===== config.mk =====
export PLATFORM = sky130hd
export DESIGN_NAME = fairy_muldiv_unit
export DESIGN_NICKNAME = d
export VERILOG_FILES = /design/src/rtl/fairy_muldiv_pkg.sv /design/src/rtl/fairy_muldiv_step.sv /design/src/rtl/fairy_muldiv_unit.sv
export SDC_FILE = /design/constraint.sdc
export NUM_CORES = 1
export LEC_CHECK = 0
export BUFFER_PORTS_ARGS = -buffer_cell sky130_fd_sc_hd__buf_4
export CELL_PAD_IN_SITES_DETAIL_PLACEMENT = 2
export CELL_PAD_IN_SITES_GLOBAL_PLACEMENT = 2
export CORE_MARGIN = 2
export CORE_UTILIZATION = 38
export CTS_BUF_LIST = sky130_fd_sc_hd__clkbuf_4 sky130_fd_sc_hd__clkbuf_8
export CTS_CLUSTER_DIAMETER = 200
export DETAILED_ROUTE_END_ITERATION = 8
export GPL_TIMING_DRIVEN = 0
export PLACE_DENSITY = 0.86
export SLEW_MARGIN = 20
export SYNTH_ARGS = -nofsm -noshare
export SYNTH_HDL_FRONTEND = slang
export SYNTH_SLANG_ARGS = --single-unit

===== constraint.sdc =====
create_clock -name clk -period 8.5 [get_ports clk]
set_clock_uncertainty 0.1 [all_clocks]
set_input_delay 2.125 -clock clk [delete_from_list [all_inputs] [get_ports clk]]
set_output_delay 2.125 -clock clk [all_outputs]
set_load 0.005 [all_outputs]

===== src/rtl/fairy_muldiv_pkg.sv =====
// fairy_muldiv_pkg: shared definitions for the iterative multiply/divide unit.
//   - op_i encodings issued by the execute stage
//   - FSM state type used by fairy_muldiv_unit
package fairy_muldiv_pkg;

  localparam logic [2:0] OP_MULT  = 3'd0;
  localparam logic [2:0] OP_MULTU = 3'd1;
  localparam logic [2:0] OP_DIV   = 3'd2;
  localparam logic [2:0] OP_DIVU  = 3'd3;
  localparam logic [2:0] OP_MTHI  = 3'd4;
  localparam logic [2:0] OP_MTLO  = 3'd5;

  typedef enum logic [1:0] {
    ST_IDLE,
    ST_MUL,
    ST_DIV,
    ST_FIX
  } state_t;

endpackage


===== src/rtl/fairy_muldiv_step.sv =====
// fairy_muldiv_step: one combinational iteration of the mul/div datapath.
//   i_mode_div : 0 = shift-add multiply step, 1 = restoring divide step
//   i_hi/i_lo  : current accumulator pair
//                MUL: partial product high half / multiplier bits still to consume
//                DIV: partial remainder / dividend bits being shifted into quotient
//   i_opnd     : multiplicand magnitude (MUL) or divisor magnitude (DIV)
//   o_hi/o_lo  : accumulator pair after this iteration
module fairy_muldiv_step #(
  parameter int unsigned XLEN     = 32,
  parameter int unsigned MUL_BITS = 4
) (
  input  logic            i_mode_div,
  input  logic [XLEN-1:0] i_hi,
  input  logic [XLEN-1:0] i_lo,
  input  logic [XLEN-1:0] i_opnd,
  output logic [XLEN-1:0] o_hi,
  output logic [XLEN-1:0] o_lo
);

  logic [XLEN+MUL_BITS-1:0] w_a_ext;
  logic [XLEN+MUL_BITS-1:0] w_m_ext;
  logic [XLEN+MUL_BITS-1:0] w_pp;
  logic [XLEN+MUL_BITS-1:0] w_sum;
  logic [XLEN:0]            w_shift;
  logic                     w_ge;

  // hi + multiplicand * (low MUL_BITS of multiplier) always fits XLEN+MUL_BITS bits
  assign w_a_ext = {{MUL_BITS{1'b0}}, i_opnd};
  assign w_m_ext = {{XLEN{1'b0}}, i_lo[MUL_BITS-1:0]};
  assign w_pp    = w_a_ext * w_m_ext;
  assign w_sum   = {{MUL_BITS{1'b0}}, i_hi} + w_pp;

  assign w_shift = {i_hi, i_lo[XLEN-1]};
  assign w_ge    = (w_shift >= {1'b0, i_opnd});

  always_comb begin
    // {sum, multiplier} shifted right by MUL_BITS; consumed multiplier bits drop out
    o_hi = w_sum[XLEN+MUL_BITS-1:MUL_BITS];
    o_lo = {w_sum[MUL_BITS-1:0], i_lo[XLEN-1:MUL_BITS]};
    if (i_mode_div) begin
      // difference is below the divisor, so the top bit of w_shift can be dropped
      o_hi = w_ge ? (w_shift[XLEN-1:0] - i_opnd) : w_shift[XLEN-1:0];
      o_lo = {i_lo[XLEN-2:0], w_ge};
    end
  end

endmodule


===== src/rtl/fairy_muldiv_unit.sv =====
// fairy_muldiv_unit: iterative multiply/divide unit with architectural HI/LO.
//   clk, reset       : clock, asynchronous active-high reset
//   start_i, op_i    : issue request and operation (MULT/MULTU/DIV/DIVU/MTHI/MTLO)
//   a_i, b_i         : rs / rt operands
//   flush_i          : cancels any in-flight operation, blocks issue this cycle
//   busy_o           : iteration in progress
//   done_o           : one-cycle pulse after HI/LO written by MUL/DIV
//   hi_o, lo_o       : HI / LO registers
module fairy_muldiv_unit
  import fairy_muldiv_pkg::*;
#(
  parameter int unsigned XLEN     = 32,
  parameter int unsigned MUL_BITS = 4
) (
  input  logic            clk,
  input  logic            reset,
  input  logic            start_i,
  input  logic [2:0]      op_i,
  input  logic [XLEN-1:0] a_i,
  input  logic [XLEN-1:0] b_i,
  input  logic            flush_i,
  output logic            busy_o,
  output logic            done_o,
  output logic [XLEN-1:0] hi_o,
  output logic [XLEN-1:0] lo_o
);

  localparam int unsigned MUL_ITERS = XLEN / MUL_BITS;
  localparam int unsigned CW        = $clog2(XLEN);

  state_t            r_state, w_state_nxt;
  logic [CW-1:0]     r_cnt;
  logic [XLEN-1:0]   r_acc_hi, r_acc_lo, r_opnd, r_a_raw;
  logic [XLEN-1:0]   r_hi, r_lo;
  logic              r_neg_q, r_neg_r, r_is_div, r_div_zero, r_done;

  logic              w_issue, w_md_op, w_div_op, w_signed_op, w_accept;
  logic              w_a_neg, w_b_neg;
  logic [XLEN-1:0]   w_a_mag, w_b_mag;
  logic [XLEN-1:0]   w_step_hi, w_step_lo;
  logic [2*XLEN-1:0] w_prod, w_prod_fix;
  logic [XLEN-1:0]   w_res_hi, w_res_lo;

  assign w_issue     = (r_state == ST_IDLE) && start_i && !flush_i;
  assign w_div_op    = (op_i == OP_DIV) || (op_i == OP_DIVU);
  assign w_md_op     = (op_i == OP_MULT) || (op_i == OP_MULTU) || w_div_op;
  assign w_signed_op = (op_i == OP_MULT) || (op_i == OP_DIV);
  assign w_accept    = w_issue && w_md_op;

  assign w_a_neg = w_signed_op && a_i[XLEN-1];
  assign w_b_neg = w_signed_op && b_i[XLEN-1];
  assign w_a_mag = w_a_neg ? -a_i : a_i;
  assign w_b_mag = w_b_neg ? -b_i : b_i;

  fairy_muldiv_step #(
    .XLEN     (XLEN),
    .MUL_BITS (MUL_BITS)
  ) u_step (
    .i_mode_div (r_is_div),
    .i_hi       (r_acc_hi),
    .i_lo       (r_acc_lo),
    .i_opnd     (r_opnd),
    .o_hi       (w_step_hi),
    .o_lo       (w_step_lo)
  );

  always_ff @(posedge clk or posedge reset) begin
    if (reset) r_state <= ST_IDLE;
    else       r_state <= w_state_nxt;
  end

  always_comb begin
    w_state_nxt = r_state;
    case (r_state)
      ST_IDLE: if (w_accept) w_state_nxt = w_div_op ? ST_DIV : ST_MUL;
      ST_MUL,
      ST_DIV: begin
        if (flush_i)              w_state_nxt = ST_IDLE;
        else if (r_cnt == '0)     w_state_nxt = ST_FIX;
      end
      ST_FIX:  w_state_nxt = ST_IDLE;
      default: w_state_nxt = ST_IDLE;
    endcase
  end

  // Iteration datapath: MUL keeps {partial high, multiplier} and shifts right;
  // DIV keeps {remainder, dividend/quotient} and shifts left.
  always_ff @(posedge clk or posedge reset) begin
    if (reset) begin
      r_cnt      <= '0;
      r_acc_hi   <= '0;
      r_acc_lo   <= '0;
      r_opnd     <= '0;
      r_a_raw    <= '0;
      r_neg_q    <= 1'b0;
      r_neg_r    <= 1'b0;
      r_is_div   <= 1'b0;
      r_div_zero <= 1'b0;
    end else if (w_accept) begin
      r_cnt      <= w_div_op ? CW'(XLEN - 1) : CW'(MUL_ITERS - 1);
      r_acc_hi   <= '0;
      r_acc_lo   <= w_div_op ? w_a_mag : w_b_mag;
      r_opnd     <= w_div_op ? w_b_mag : w_a_mag;
      r_a_raw    <= a_i;
      r_neg_q    <= w_a_neg ^ w_b_neg;
      r_neg_r    <= w_a_neg;
      r_is_div   <= w_div_op;
      r_div_zero <= (b_i == '0);
    end else if (r_state == ST_MUL || r_state == ST_DIV) begin
      r_cnt    <= r_cnt - 1'b1;
      r_acc_hi <= w_step_hi;
      r_acc_lo <= w_step_lo;
    end
  end

  assign w_prod     = {r_acc_hi, r_acc_lo};
  assign w_prod_fix = r_neg_q ? -w_prod : w_prod;

  always_comb begin
    w_res_hi = w_prod_fix[2*XLEN-1:XLEN];
    w_res_lo = w_prod_fix[XLEN-1:0];
    if (r_is_div) begin
      if (r_div_zero) begin
        w_res_hi = r_a_raw;
        w_res_lo = '1;
      end else begin
        w_res_hi = r_neg_r ? -r_acc_hi : r_acc_hi;
        w_res_lo = r_neg_q ? -r_acc_lo : r_acc_lo;
      end
    end
  end

  always_ff @(posedge clk or posedge reset) begin
    if (reset) begin
      r_hi   <= '0;
      r_lo   <= '0;
      r_done <= 1'b0;
    end else begin
      r_done <= 1'b0;
      if (r_state == ST_FIX && !flush_i) begin
        r_hi   <= w_res_hi;
        r_lo   <= w_res_lo;
        r_done <= 1'b1;
      end else if (w_issue) begin
        if (op_i == OP_MTHI) r_hi <= a_i;
        if (op_i == OP_MTLO) r_lo <= a_i;
      end
    end
  end

  assign busy_o = (r_state != ST_IDLE);
  assign done_o = r_done;
  assign hi_o   = r_hi;
  assign lo_o   = r_lo;

endmodule


# After elaboration in Yosys (flattened, before gate mapping)
# Index checks and enable logic that the tools add are counted.
[totals]
latchBits = 0
register_bits = 204
rom_bits = 0
mem_count = 0
ram_bits = 0
wordCells = 92
out_inout_bits = 66
in_bits = 71
[op_classes]
mul = 1
div = 0
n_mux = 33
n_lt_le_gt_ge = 1
shift = 0
n_eq_ne = 10
reduce_logical = 25
n_addsub = 8
n_bitwise = 1
[op_table]
columns = ["op", "count"]
rows = [
  ["32-bit two-way mux", 23],
  ["32-bit negator", 4],
  ["64-bit two-way mux", 1],
  ["64-bit negator", 1],
  ["32-bit by 36-bit adder with 36-bit output", 1],
  ["32-bit by 4-bit multiplier with 36-bit output", 1],
  ["33-bit by 32-bit greater-or-equal comparator with 1-bit output", 1],
  ["32-bit logical NOT", 1],
  ["32-bit subtractor", 1],
  ["5-bit two-way mux", 3],
  ["2-bit nonzero test", 5],
  ["2-bit two-way mux", 4],
  ["3-bit by 2-bit equality test with 1-bit output (second input constant)", 2],
  ["3-bit equality test (second input constant)", 2],
  ["1-bit logical AND", 6],
  ["2-bit case mux with 3 select lines", 1],
  ["2-bit AND reduction", 3],
  ["5-bit logical NOT", 1],
  ["1-bit logical OR", 5],
  ["5-bit by 1-bit subtractor with 5-bit output (second input constant)", 1],
  ["2-bit equality test (second input constant)", 2],
  ["3-bit by 1-bit equality test with 1-bit output (second input constant)", 1],
  ["3-bit logical NOT", 1],
  ["3-bit inequality test (second input constant)", 1],
  ["other kinds (7)", 7],
]

# Logic depth before layout (Yosys ltp)
# Gate-level depths: netlist of run 1.
[depth]
ltp_word = 6
ltp_mapped = 20
ltp_nobuf = 17

# Cells and area by module
# A second synthesis of run 1 with hierarchy kept.
[unflattened]
hier_cells = 2712
hier_area_um2 = 21439.3
[by_module_without_submodules]
columns = ["mod", "area_each_um2", "instances", "cells_each", "seq_area_each_um2"]
rows = [
  ["fairy_muldiv_unit", 13171.4, 1, 1583, 5104.9],
  ["fairy_muldiv_step", 8267.9, 1, 1129, 0.0],
]

# Worst setup path before layout of run 1
# Ideal clock, no wire load.
[synth_path]
path_type = "reg-to-reg"
start = "reg r_acc_lo[1]"
end = "reg r_acc_hi[30]"
arrival_time_ns = 4.741
slack_ns = 3.536
required_time_ns = 8.277
stages_incl_launch_ff = 20
setup_time_ns = 0.123
synth_period_minus_slack_ns = 4.964
path_cell_list = "dfrtp_1 -> clkbuf_1 -> inv_1 -> clkbuf_1 -> nor2_1 -> fa_1 -> fa_1 -> inv_1 -> fa_1 -> inv_1 -> ha_1 -> a21oi_1 -> nor2b_1 -> o311ai_0 -> nand2_1 -> a2111oi_0 -> o31ai_1 -> nand4_1 -> o211ai_1 -> o221a_2"
[synth_via]
elab_chain_cells = 5
[synth_rtl]
columns = ["element", "line_no", "rtl"]
rows = [
  ["start: declaration", "fairy_muldiv_unit.sv:33", "logic [XLEN-1:0] r_acc_hi, r_acc_lo, r_opnd, r_a_raw;"],
  ["start signal: assignment", "fairy_muldiv_unit.sv:102", "r_acc_lo <= w_div_op ? w_a_mag : w_b_mag;"],
  ["start signal: assignment", "fairy_muldiv_unit.sv:112", "r_acc_lo <= w_step_lo;"],
  ["32-bit by 4-bit multiplier with 36-bit output", "fairy_muldiv_step.sv:30", "assign w_pp = w_a_ext * w_m_ext;"],
  ["32-bit by 36-bit adder with 36-bit output", "fairy_muldiv_step.sv:31", "assign w_sum = {{MUL_BITS{1'b0}}, i_hi} + w_pp;"],
  ["32-bit two-way mux", "fairy_muldiv_step.sv:40", "if (i_mode_div) begin"],
  ["32-bit two-way mux", "fairy_muldiv_unit.sv:109", "end else if (r_state == ST_MUL || r_state == ST_DIV) begin"],
  ["32-bit two-way mux", "fairy_muldiv_unit.sv:99", "end else if (w_accept) begin"],
  ["end signal: assignment", "fairy_muldiv_unit.sv:111", "r_acc_hi <= w_step_hi;"],
  ["end: declaration", "fairy_muldiv_unit.sv:33", ""],
]
# No other way between the ends. The select of a mux whose other input is x is not followed.
# A chain may end at the register's enable or synchronous reset.

# Final worst setup path of run 1
[layout_path]
start = "reg r_acc_lo[3]"
end = "reg r_acc_hi[20]"
# The elaborated chain is that of the path after synthesis.

==> summary.md, run 1 <==
| Metric | Value |
|---|---|
| Initial antenna violation count | 2 |
| Status | finished, final reports clean |
| Max-cap violations | 0 |
| Total Neg Setup Slack | 0 ns |
| Top FF cell, synth | dfrtp_1 |
| Hold Buf Count CTS | 0 |
| 1st-pass router iterations | 7 |
| DRC viols | 0 |
| Vias | roughly 23000 |
| Layout cells sized above 1 | 0.08139 |
| Reg-to-reg setup timing slack | ~1.4 ns |
| Setup crit end kind | register |
| Cell area after synthesis | between 0.02 and 0.025 mm2 |
| Setup Buffers After CTS | 0 |
| Crit-path cells | clkbuf_1, clkbuf_1, and2_1, fa_1, fa_1, inv_1, fa_1, inv_1, ha_1, a21oi_1, nor2b_1, o311ai_1, a41oi_1, o21ai_0, o21ai_0, xor2_1, a21oi_1, a21oi_1 |
| Final Hold Vio Count | 0 |
| Synth warn | 0 |
| Number of distinct library cells after synthesis | 77 |
| CTS sink cnt | 204 |
| Crit start category | register |
| Drt wl/cell | 33.07 um |
| H-tree depth | 2 |
| CTS root buf | clkbuf_8 |
| Dpl hpwl | 91710 um |
| Largest net degree at the start of global routing | 73 |
| Fmax | between 100 and 150 MHz |
| Skew-Pair Late Insertion Delay | 0.65 ns |
| Max incr delay on CP | 0.96 ns |
| Rel. slew slack | 0.2105 |
| Total CTS buffers | 43 |
| Floorplan row count | 85 |
| Clock transition at path regs | 0.07 ns |
| Die height | 236.3 um |
| Syn Area/Cell | 7.825 um2 |
| Seq/Total Area, Yosys | 0.2489 |
| Worst r2r src | r_acc_lo[3]$_DFFE_PP0P_ |
| Hold Path Sink | r_a_raw[6]$_DFFE_PP0P_ |
| EDFF count, synth | 0 |
| Gr usage total | 0.4122 |
| Yosys reg bits | ~200 |
| Number of global-route vias before repair | 24493 |
| Worst path slowest cell | o311ai_1 |
| Clock buffer depth | 3 |
| Setup Crit Path Kind | reg2reg |
| Total wirelength of the detailed-routed design | 116500 um |
| Crit Reg-Reg Endpoint | r_acc_hi[20]$_DFFE_PP0P_ |
| Min cycle time layout | 7.125 ns |
| Final ANT Viol Nets | 0 |
| Worst hold path startpoint | r_a_raw[6]$_DFFE_PP0P_ |
| Area Growth Syn to Fin | 13.84% |
| I/O pin count | 137 |
| Crit path arrival time | 7.59 ns |
| Drt via density | 6.431 |
| CTS tree | yes |
| Reg2reg path depth | 18 |
| Remaining global-route overflow | 0 |
| CTS-repair resized insts | 0 |
| Endpoints failing setup | 0 |
| Chip width | 236.3 um |
| CP Max Fanout | 10 |
| Slew Viols, Final | 0 |
| Utilization after layout | 0.4356 |
| Number of port buffers | ~130 |
| Fin crit share | 0.8382 |
| Syn_nets | approximately 2900 |
| Worst hold path class | reg2reg |
| Worst Path Required | 8.96 ns |
| Initial core utilization | 0.3826 |
| FFs w/ async S/R, synth | 1.000 |
| Die Footprint | between 0.05 and 0.06 mm2 |
| Final Wtd Congestion | 1.003 |
| Post-Syn Instances | ~2600 |
| Tightest Pin Transition | ~1.2 ns |
| Nets | about 3000 |
| RSZ-0062 raised after global routing | false |
| Area of the core | 0.05360 mm2 |
| FILL cells | 6207 |
| Worst hold path depth | 2 |
| Initial DRC count | around 2100 |
| Global-route wire length before repair | 169000 um |
==> cell usage after synthesis (all sizes together), types with 11 or more instances <==
| library cell | n | area share |
|---|---|---|
| o21a | 17 | 0.0062 |
| nand2b | 14 | 0.0043 |
| nand4 | 18 | 0.0055 |
| a21oi | 203 | 0.050 |
| a21o | 33 | 0.012 |
| xnor2 | 97 | 0.041 |
| or4 | 13 | 0.0053 |
| dfrtp | 204 | 0.25 |
| mux2i | 79 | 0.039 |
| nor3 | 40 | 0.0098 |
| o31ai | 26 | 0.0095 |
| fa | 92 | 0.090 |
| o221ai | 32 | 0.014 |
| or3 | 16 | 0.0049 |
| and3 | 11 | 0.0034 |
| a211oi | 34 | 0.012 |
| o41ai | 15 | 0.0064 |
| nand3 | 46 | 0.011 |
| ha | 85 | 0.052 |
| o21bai | 12 | 0.0044 |
| and2 | 72 | 0.022 |
| a32oi | 31 | 0.013 |
| nor2b | 13 | 0.0040 |
| o211ai | 29 | 0.011 |
| o22ai | 20 | 0.0061 |
| clkbuf | 162 | 0.030 |
| xor2 | 79 | 0.034 |
| o32a | 11 | 0.0054 |
| inv | 236 | 0.043 |
| nand2 | 319 | 0.058 |
| buf | 18 | 0.0035 |
| a31oi | 19 | 0.0058 |
| o21ai | 166 | 0.041 |
| nor4 | 19 | 0.0064 |
| nor2 | 228 | 0.042 |
==> per-layer routing <==
metal  vias to the layer above  part of all wire  GRT usage
met5                         -           0.00010          0
met4                         2             0.065     0.2372
met1                     11762              0.41     0.5382
li1                       9475                 -          -
met2                      1103              0.45     0.6507
met3                       321             0.072    0.06202
==> kinds of logic (layout without fill, tap and decap cells) <==
kind of cell | after synthesis | after routing | share of synthesized area
AOI/OAI and AO/OA | 727 | 727 | 0.2301
xor gates and xnor gates | 176 | 176 | 0.07516
adders and majority gates | 177 | 177 | 0.1417
buffers and inverters | 418 | 623 | 0.07675
DFF | 204 | 204 | 0.2489
muxes | 81 | 81 | 0.03966
other | 0 | 2 | 0
and+or+nand+nor | 838 | 838 | 0.1877
==> worst max-delay path: cells and delay by family, from the launching register on <==
family | cells | cell delay (ns)
xor gates and xnor gates | 1 | 0.35
buffers and inverters | 4 | 1.28
adders and majority gates | 4 | 1.85
DFF | 1 | 0.37
and+or+nand+nor | 2 | 0.39
AOI/OAI and AO/OA | 7 | 2.71
==> how the worst max path moves through the flow <==
stage / startpoint / endpoint / depth (start not counted)
floorplan: reset / done_o$_DFF_PP0_ / 1
global placement: reset / r_acc_hi[20]$_DFFE_PP0P_ / 2
detailed placement: r_acc_lo[3]$_DFFE_PP0P_ / r_acc_hi[20]$_DFFE_PP0P_ / 18
CTS: r_acc_lo[3]$_DFFE_PP0P_ / r_acc_hi[20]$_DFFE_PP0P_ / 18
global route: r_acc_lo[3]$_DFFE_PP0P_ / r_acc_hi[20]$_DFFE_PP0P_ / 18
finish: r_acc_lo[3]$_DFFE_PP0P_ / r_acc_hi[20]$_DFFE_PP0P_ / 18
==> layout by cell type, fill, tap and decap left out, drive strengths merged, types with 18 or more instances in the layout <==
| cell | n |
|---|---|
| xnor2 | 97 |
| nor2 | 228 |
| fa | 92 |
| nand4 | 18 |
| and2 | 72 |
| nand2 | 319 |
| nor3 | 40 |
| o221ai | 32 |
| a32oi | 31 |
| buf | 148 |
| inv | 237 |
| nand3 | 46 |
| dfrtp | 204 |
| a31oi | 19 |
| a21o | 33 |
| nor4 | 19 |
| o211ai | 29 |
| clkbuf | 232 |
| mux2i | 79 |
| a21oi | 203 |
| o22ai | 20 |
| o31ai | 26 |
| a211oi | 34 |
| ha | 85 |
| o21ai | 166 |
| xor2 | 79 |
==> state kept, by name (all words and copies together), names as in the netlist <==
signal,count
r_neg_q,1
r_is_div,1
r_neg_r,1
r_acc_hi,32
lo_o,32
r_div_zero,1
hi_o,32
r_state,2
r_acc_lo,32
r_cnt,5
done_o,1
r_a_raw,32
r_opnd,32
==> metrics by stage <==
step	instance area (um2)	hold WS, ns	cells	setup WS, ns
after CTS	23340	0.3856	3522	1.671
after global placement	22340	0.3601	3445	-2.291
final	23350	0.3959	3524	1.375
after floorplan	20510	0.3403	2621	0.7076
after global routing	23340	0.4221	3522	1.077
after detailed placement	22420	0.3667	3448	1.716
==> final cells by class <==
| cell class | instances | area [um2] | share of cell area |
|---|---|---|---|
| clock buffer | 70 | 894.6 | 0.03832 |
| clock inverter | 4 | 26.28 | 0.001125 |
| timing repair buffer | 131 | 1026 | 0.04395 |
| inverter | 238 | 900.9 | 0.03859 |
| antenna | 2 | 5.005 | 0.0002144 |
| buffer | 180 | 681.9 | 0.02921 |
| sequential | 204 | 5105 | 0.2187 |
| multi-input combinational | 1999 | 13840 | 0.5926 |
| tap | 696 | 870.8 | 0.03730 |
Power of run 1 is not shown: default switching activity piles up to over one toggle a cycle in this logic, so the estimate is an artifact.
==> inputs of run 2 (changes only) <==
--- a/config.mk
+++ b/config.mk
@@ -5,16 +5,17 @@
 export SDC_FILE = /design/constraint.sdc
 export NUM_CORES = 1
 export LEC_CHECK = 0
+export ABC_AREA = 1
 export BUFFER_PORTS_ARGS = -buffer_cell sky130_fd_sc_hd__buf_4
 export CELL_PAD_IN_SITES_DETAIL_PLACEMENT = 2
 export CELL_PAD_IN_SITES_GLOBAL_PLACEMENT = 2
 export CORE_MARGIN = 2
-export CORE_UTILIZATION = 38
+export CORE_UTILIZATION = 35
 export CTS_BUF_LIST = sky130_fd_sc_hd__clkbuf_4 sky130_fd_sc_hd__clkbuf_8
 export CTS_CLUSTER_DIAMETER = 200
 export DETAILED_ROUTE_END_ITERATION = 8
 export GPL_TIMING_DRIVEN = 0
-export PLACE_DENSITY = 0.86
+export PLACE_DENSITY = 0.87
 export SLEW_MARGIN = 20
 export SYNTH_ARGS = -nofsm -noshare
 export SYNTH_HDL_FRONTEND = slang
==> constraint.sdc (replaced) <==
create_clock -name clk -period 6.95 [get_ports clk]
set_clock_uncertainty 0.1 [all_clocks]
set_input_delay 1.7375 -clock clk [delete_from_list [all_inputs] [get_ports clk]]
set_output_delay 1.7375 -clock clk [all_outputs]
set_load 0.005 [all_outputs]
==> run 2 against run 1 <==
First-iteration DRC count grew 43%. Sequential share of layout area decreased by 3.1 points. Die area increased by 26%. Global-route usage is 1.0 points higher. Worst hold slack worse by 0.0029 ns. Non-clock buffer count decreased by 34. Utilization fell by 3.3 points. Via count up 32%. Cell area is 16% higher. Flip-flop and latch count did not move. Maximum frequency up 13%. Highest routed layer unchanged.
==> summary.md, run 2 <==
| Metric | Value |
|---|---|
| Floorplan row count | 95 |
| Fmax | 158.6 MHz |
| Vias | 29993 |
| Total CTS buffers | 43 |
| Most frequent cells in the layout | nand2_1, inv_1, nor2_1 |
| Design Area, Final | 0.02713 mm2 |
| Clock buffer depth | 3 |
| Area Growth Syn to Fin | 13.48% |
| Initial antenna violation count | 13 |
| Drt wl/cell | roughly 30 um |
| Worst hold path class | reg2reg |
| Die height | 265.4 um |
| DP Area | around 0.026 mm2 |
| Multi-input combinational cell area | between 0.015 and 0.02 mm2 |
| Most frequent cell after synthesis | nand2_1 |
| Commonest cells post-synth | nand2_1, inv_1, nor2_1 |
| Number of port buffers | ~140 |
| Rel. slew slack | 0.2015 |
| Largest net degree at the start of global routing | 31 |
| Final ANT Viol Nets | 0 |
| I/O pin count | 137 |
| Reg-to-reg setup timing slack | 0.65 ns |
| H-tree depth | 2 |
| Initial DRC count | 3039 |
| CP Max Fanout | 10 |
| Syn Area/Cell | 6.028 um2 |
| Remaining global-route overflow | 0 |
| Chip width | 265.4 um |
| Setup crit end kind | register |
| Hold Path Sink | r_a_raw[2]$_DFFE_PP0P_ |
| Worst setup margin | approximately 0.65 ns |
| Final Hold Vio Count | 0 |
| Fin crit share | 0.9070 |
| Commonest non-fill, non-tap cell in the layout | nand2_1 |
| Total wirelength of the detailed-routed design | ~150000 um |
| Post-synth top area cell | dfrtp_1 |
| Layout cells sized above 1 | 0.08477 |
| Crit start category | register |
| Crit path arrival time | 6.78 ns |
| Yosys reg bits | 204 |
| Initial core utilization | 0.3548 |
| Die Footprint | 0.07043 mm2 |
| Top FF cell, synth | dfrtp_1 |
| Status | finished, final reports clean |
| 1st-pass router iterations | 6 |
| Reg2reg path depth | 23 |
| Worst hold path depth | 2 |
| Worst r2r src | r_acc_lo[1]$_DFFE_PP0P_ |
| Worst Path Required | ~7.4 ns |
| Area of the core | 0.06740 mm2 |
| FILL cells | 8601 |
| Hold Buf Count CTS | 0 |
| RSZ-0062 raised after global routing | false |
| CTS tree | yes |
| CTS sink cnt | approximately 200 |
| DRC viols | 0 |
| Min cycle time layout | 6.304 ns |
| FFs w/ async S/R, synth | 1.000 |
| Worst hold path startpoint | r_a_raw[2]$_DFFE_PP0P_ |
| Synth top area cells | dfrtp_1, nand2_1, inv_1 |
| CTS-repair resized insts | 0 |
| Syn_nets | 4215 |
| Dpl hpwl | roughly 120000 um |
| Slew Viols, Final | 0 |
| Setup Crit Path Kind | reg2reg |
| Setup slack after placement | about 1.1 ns |
| Register area | approximately 0.005 mm2 |
| Post-Syn Instances | 3967 |
| Endpoints failing setup | 0 |
| Utilization after layout | 0.4026 |
| Number of distinct library cells after synthesis | 52 |
| CTS root buf | clkbuf_8 |
| Cell area after synthesis | 0.02391 mm2 |
| Clock transition at path regs | 0.07 ns |
| Total Neg Setup Slack | 0 ns |
| Setup Buffers After CTS | 0 |
| Final Wtd Congestion | 1.018 |
| EDFF count, synth | 0 |
| Global-route wire length before repair | ~220000 um |
| Seq/Total Area, Yosys | 0.2135 |
| Post-synth top area share | 0.2135 |
| Synth warn | 0 |
| Drt via density | 5.922 |
| Crit Reg-Reg Endpoint | r_acc_hi[8]$_DFFE_PP0P_ |
| Number of global-route vias before repair | between 30000 and 40000 |
| Max-cap violations | 0 |
| Nets | between 4000 and 5000 |
| Tightest Pin Transition | 1.198 ns |
| Gr usage total | 0.4226 |
| Skew-Pair Late Insertion Delay | 0.65 ns |
-- run 2: changes by cell type in the layout (fill, tap and decap cells not counted), sizes merged, moves of 52 or more --
cell / delta
inv: +496
nand3: +232
o21ai: +68
mux2i: -79
nand2: +1046
a21oi: -52
xnor2: -80
nor2: +113
and2: -69
clkbuf: -86
-- run 2: layer usage --
layer | part of all wire | GRT usage | up-vias
met5 | 0.00018 | 0 | -
met4 | 0.071 | 0.2626 | 4
met3 | 0.088 | 0.07563 | 473
met2 | 0.43 | 0.6354 | 1566
met1 | 0.41 | 0.5618 | 15250
li1 | - | - | 12700
-- run 2: area by class of cell --
class	instances	area share
tap	873	0.04025
clock inverter	16	0.005026
sequential	204	0.1881
clock buffer	63	0.03034
inverter	738	0.1026
buffer	135	0.02213
antenna	4	0.0003689
timing repair buffer	142	0.04251
multi-input combinational	2890	0.5686
-- run 2: worst max-delay path by stage --
stage          cells past startpoint               startpoint  slack [ns]                        to
6_report                          23  r_acc_lo[1]$_DFFE_PP0P_        0.65   r_acc_hi[8]$_DFFE_PP0P_
5_1_grt                           23  r_acc_lo[1]$_DFFE_PP0P_        0.69   r_acc_hi[8]$_DFFE_PP0P_
4_1_cts                           23  r_acc_lo[1]$_DFFE_PP0P_        0.97   r_acc_hi[8]$_DFFE_PP0P_
3_5_place_dp                      23  r_acc_lo[1]$_DFFE_PP0P_        1.14   r_acc_hi[8]$_DFFE_PP0P_
3_3_place_gp                       2                    reset        0.74  r_acc_hi[25]$_DFFE_PP0P_
2_1_floorplan                      1                    reset        2.47          done_o$_DFF_PP0_
-- run 2: per-stage QoR --
| step | hold WS, ns | std cells |
|---|---|---|
| 2_1_floorplan | 0.3366 | 3967 |
| 3_3_place_gp | 0.3555 | 4975 |
| 3_5_place_dp | 0.3727 | 4982 |
| 4_1_cts | 0.3908 | 5061 |
| 5_1_grt | 0.4091 | 5062 |
| 6_report | 0.3930 | 5065 |
-- run 2: kinds of logic after synthesis --
group,count (synthesis),synth area share
xor+xnor,80,0.02930
fa+ha+maj,177,0.1215
flops,204,0.2135
buf+inv,873,0.1413
simple gates,2123,0.3737
compound gates,510,0.1207
-- run 2: worst max-delay path: stages (launching register included) --
cell	delay, ns
dfrtp_1	0.32
buf_2	0.39
clkbuf_1	0.63
nand2_1	0.16
inv_1	0.13
fa_1	0.46
fa_1	0.56
inv_1	0.07
fa_1	0.54
inv_1	0.06
ha_1	0.39
nand2_1	0.22
inv_1	0.06
a21oi_1	0.14
nand2_1	0.25
nand2_1	0.13
nand2_1	0.18
nand2_1	0.11
inv_1	0.04
o21ai_0	0.73
nand2_1	0.18
a21oi_1	0.25
nand2_1	0.09
nand2_1	0.07
Power of run 2 is left out for the same reason.
==> inputs of run 3 (changes only) <==
--- a/config.mk
+++ b/config.mk
@@ -6,16 +6,16 @@
 export NUM_CORES = 1
 export LEC_CHECK = 0
 export ABC_AREA = 1
-export BUFFER_PORTS_ARGS = -buffer_cell sky130_fd_sc_hd__buf_4
 export CELL_PAD_IN_SITES_DETAIL_PLACEMENT = 2
 export CELL_PAD_IN_SITES_GLOBAL_PLACEMENT = 2
 export CORE_MARGIN = 2
-export CORE_UTILIZATION = 35
+export CORE_UTILIZATION = 36
 export CTS_BUF_LIST = sky130_fd_sc_hd__clkbuf_4 sky130_fd_sc_hd__clkbuf_8
 export CTS_CLUSTER_DIAMETER = 200
 export DETAILED_ROUTE_END_ITERATION = 8
+export DONT_BUFFER_PORTS = 1
 export GPL_TIMING_DRIVEN = 0
-export PLACE_DENSITY = 0.87
+export PLACE_DENSITY = 0.86
 export SLEW_MARGIN = 20
 export SYNTH_ARGS = -nofsm -noshare
 export SYNTH_HDL_FRONTEND = slang
==> run 3 against run 2 <==
Non-clock buffer count shrank 135. First-iteration DRC count shrank 13%. Setup slack gained 0.14 ns. Die area shrank 2.7%. Highest routed layer unchanged. Critical path type unchanged.
==> summary.md, run 3 (synthesized netlist as in run 2, its figures left out) <==
| Metric | Value |
|---|---|
| Status | finished, final reports clean |
| DP Area | 0.02515 mm2 |
| Most frequent cells in the layout | nand2_1, inv_1, nor2_1 |
| RSZ-0062 raised after global routing | false |
| Layout cells sized above 1 | 0.05238 |
| DR top layer | met5 |
| Number of global-route vias before repair | 30352 |
| CTS tree | yes |
| Largest net degree at the start of global routing | 32 |
| Commonest non-fill, non-tap cell in the layout | nand2_1 |
| Total wirelength of the detailed-routed design | 147800 um |
| I/O pin count | 137 |
| Total CTS buffers | between 40 and 50 |
| Worst hold path class | reg2reg |
| CP Max Fanout | 10 |
| Clock buffer depth | 3 |
| Die height | between 200 and 300 um |
| Multi-input combinational cell area | 0.01543 mm2 |
| Setup Buffers After CTS | 0 |
| Initial core utilization | 0.3637 |
| Area of the core | between 0.06 and 0.07 mm2 |
| FILL cells | ~8400 |
| Global-route wire length before repair | between 200000 and 250000 um |
| WL met3 | 13050 um |
| Min cycle time layout | 6.162 ns |
| Gr usage total | 0.4258 |
| Clock transition at path regs | 0.06 ns |
| Setup crit end kind | register |
| Fmax | approximately 160 MHz |
| CTS sink cnt | around 200 |
| Final ANT Viol Nets | 0 |
| Drt wl/cell | ~30 um |
| Initial antenna violation count | 5 |
| Register area | 0.005105 mm2 |
| Total Neg Setup Slack | 0 ns |
| Number of port buffers | 0 |
| Area Growth Syn to Fin | 8.943% |
| Tightest Pin Transition | 1.258 ns |
| Skew-Pair Late Insertion Delay | approximately 0.67 ns |
| Initial DRC count | 2645 |
| CTS-repair resized insts | 0 |
| DRC viols | 0 |
| Met1 WL | 60540 um |
| Crit path arrival time | between 6 and 7 ns |
| Max-cap violations | 0 |
| Crit start category | register |
| CTS root buf | clkbuf_8 |
| Rel. slew slack | 0.1613 |
| Setup Crit Path Kind | reg2reg |
| Hold Buf Count CTS | 0 |
| Remaining global-route overflow | 0 |
| Non-filler cells, final | 4916 |
| Die Footprint | 0.06850 mm2 |
| Design Area, Final | 0.02605 mm2 |
| Floorplan row count | 94 |
| Drt via density | 5.929 |
| Dpl cells | 4838 |
| Vias | 29145 |
| Worst Path Required | 7.44 ns |
| 1st-pass router iterations | 8 |
| H-tree depth | 2 |
| Chip width | 261.7 um |
| Final Wtd Congestion | 0.9828 |
| Utilization after layout | 0.3962 |
| Final Hold Vio Count | 0 |
| Met2 Wirelength | 64080 um |
| Dpl hpwl | 122800 um |
| Endpoints failing setup | 0 |
| Slew Viols, Final | 0 |
| Fin crit share | 0.8866 |
| Nets | 4268 |
[run 3: changes by cell type in the layout (fill, tap and decap cells not counted)]
cell	change
clkbuf_4	+9
diode_2	+1
bufinv_16	-1
buf_12	-1
inv_6	+1
clkbuf_8	-4
inv_8	-1
buf_16	+1
clkbuf_1	+2
clkinv_2	-11
clkinvlp_4	+1
buf_4	-135
clkbuf_2	-2
[run 3: path summary, 6_finish.rpt]
check                                        start                  endpoint  slack (ns)  cells after the start
max                        r_acc_lo[1]$_DFFE_PP0P_   r_acc_hi[7]$_DFFE_PP0P_        0.79                     21
min                        r_a_raw[17]$_DFFE_PP0P_   r_a_raw[17]$_DFFE_PP0P_        0.39                      2
max reg2reg                r_acc_lo[1]$_DFFE_PP0P_   r_acc_hi[7]$_DFFE_PP0P_        0.79                     21
min reg2reg                r_a_raw[17]$_DFFE_PP0P_   r_a_raw[17]$_DFFE_PP0P_        0.39                      2
max in group asynchronous                    reset  r_acc_hi[23]$_DFFE_PP0P_        4.73                      4
min in group asynchronous                    reset       hi_o[1]$_DFFE_PP0P_        0.93                      1
[run 3: layer usage]
layer,vias up,global-route usage
met4,2,0.2516
li1,12430,-
met5,-,0
met1,14847,0.5539
met2,1440,0.6513
met3,426,0.08902
[run 3: worst max-delay path, stage by stage, from the launching register on]
cell and delay, ns:
dfrtp_1 0.31, buf_2 0.41, clkbuf_1 0.70, nand2_1 0.12
inv_1 0.12, fa_1 0.44, fa_1 0.54, inv_1 0.09
fa_1 0.52, inv_1 0.07, ha_1 0.37, a21oi_1 0.58
nand2_1 0.17, nand2_1 0.11, nand3_1 0.17, nand2_1 0.11
inv_1 0.04, o21ai_0 0.56, nand2_1 0.21, a21oi_1 0.20
nand2_1 0.08, nand2_1 0.07
[run 3: layout make-up]
type / count / share of cell area
Sequential cell: 204 / 0.1960
Buffer: 135 / 0.02296
Clock buffer: 68 / 0.03208
Antenna cell: 5 / 0.0004803
Clock inverter: 5 / 0.002161
Inverter: 738 / 0.1069
Multi-Input combinational cell: 2890 / 0.5923
Timing Repair Buffer: 7 / 0.005668
Tap cell: 864 / 0.04150
[run 3: stage by stage]
stage                     worst slack, ns  hold WS (ns)
after floorplan                     2.468        0.3366
after global placement             0.8824        0.3604
after detailed placement            1.142        0.3658
after CTS                          0.9918        0.3842
after global routing               0.7062        0.4027
final                              0.7881        0.3927
Power of run 3 is left out for the same reason.
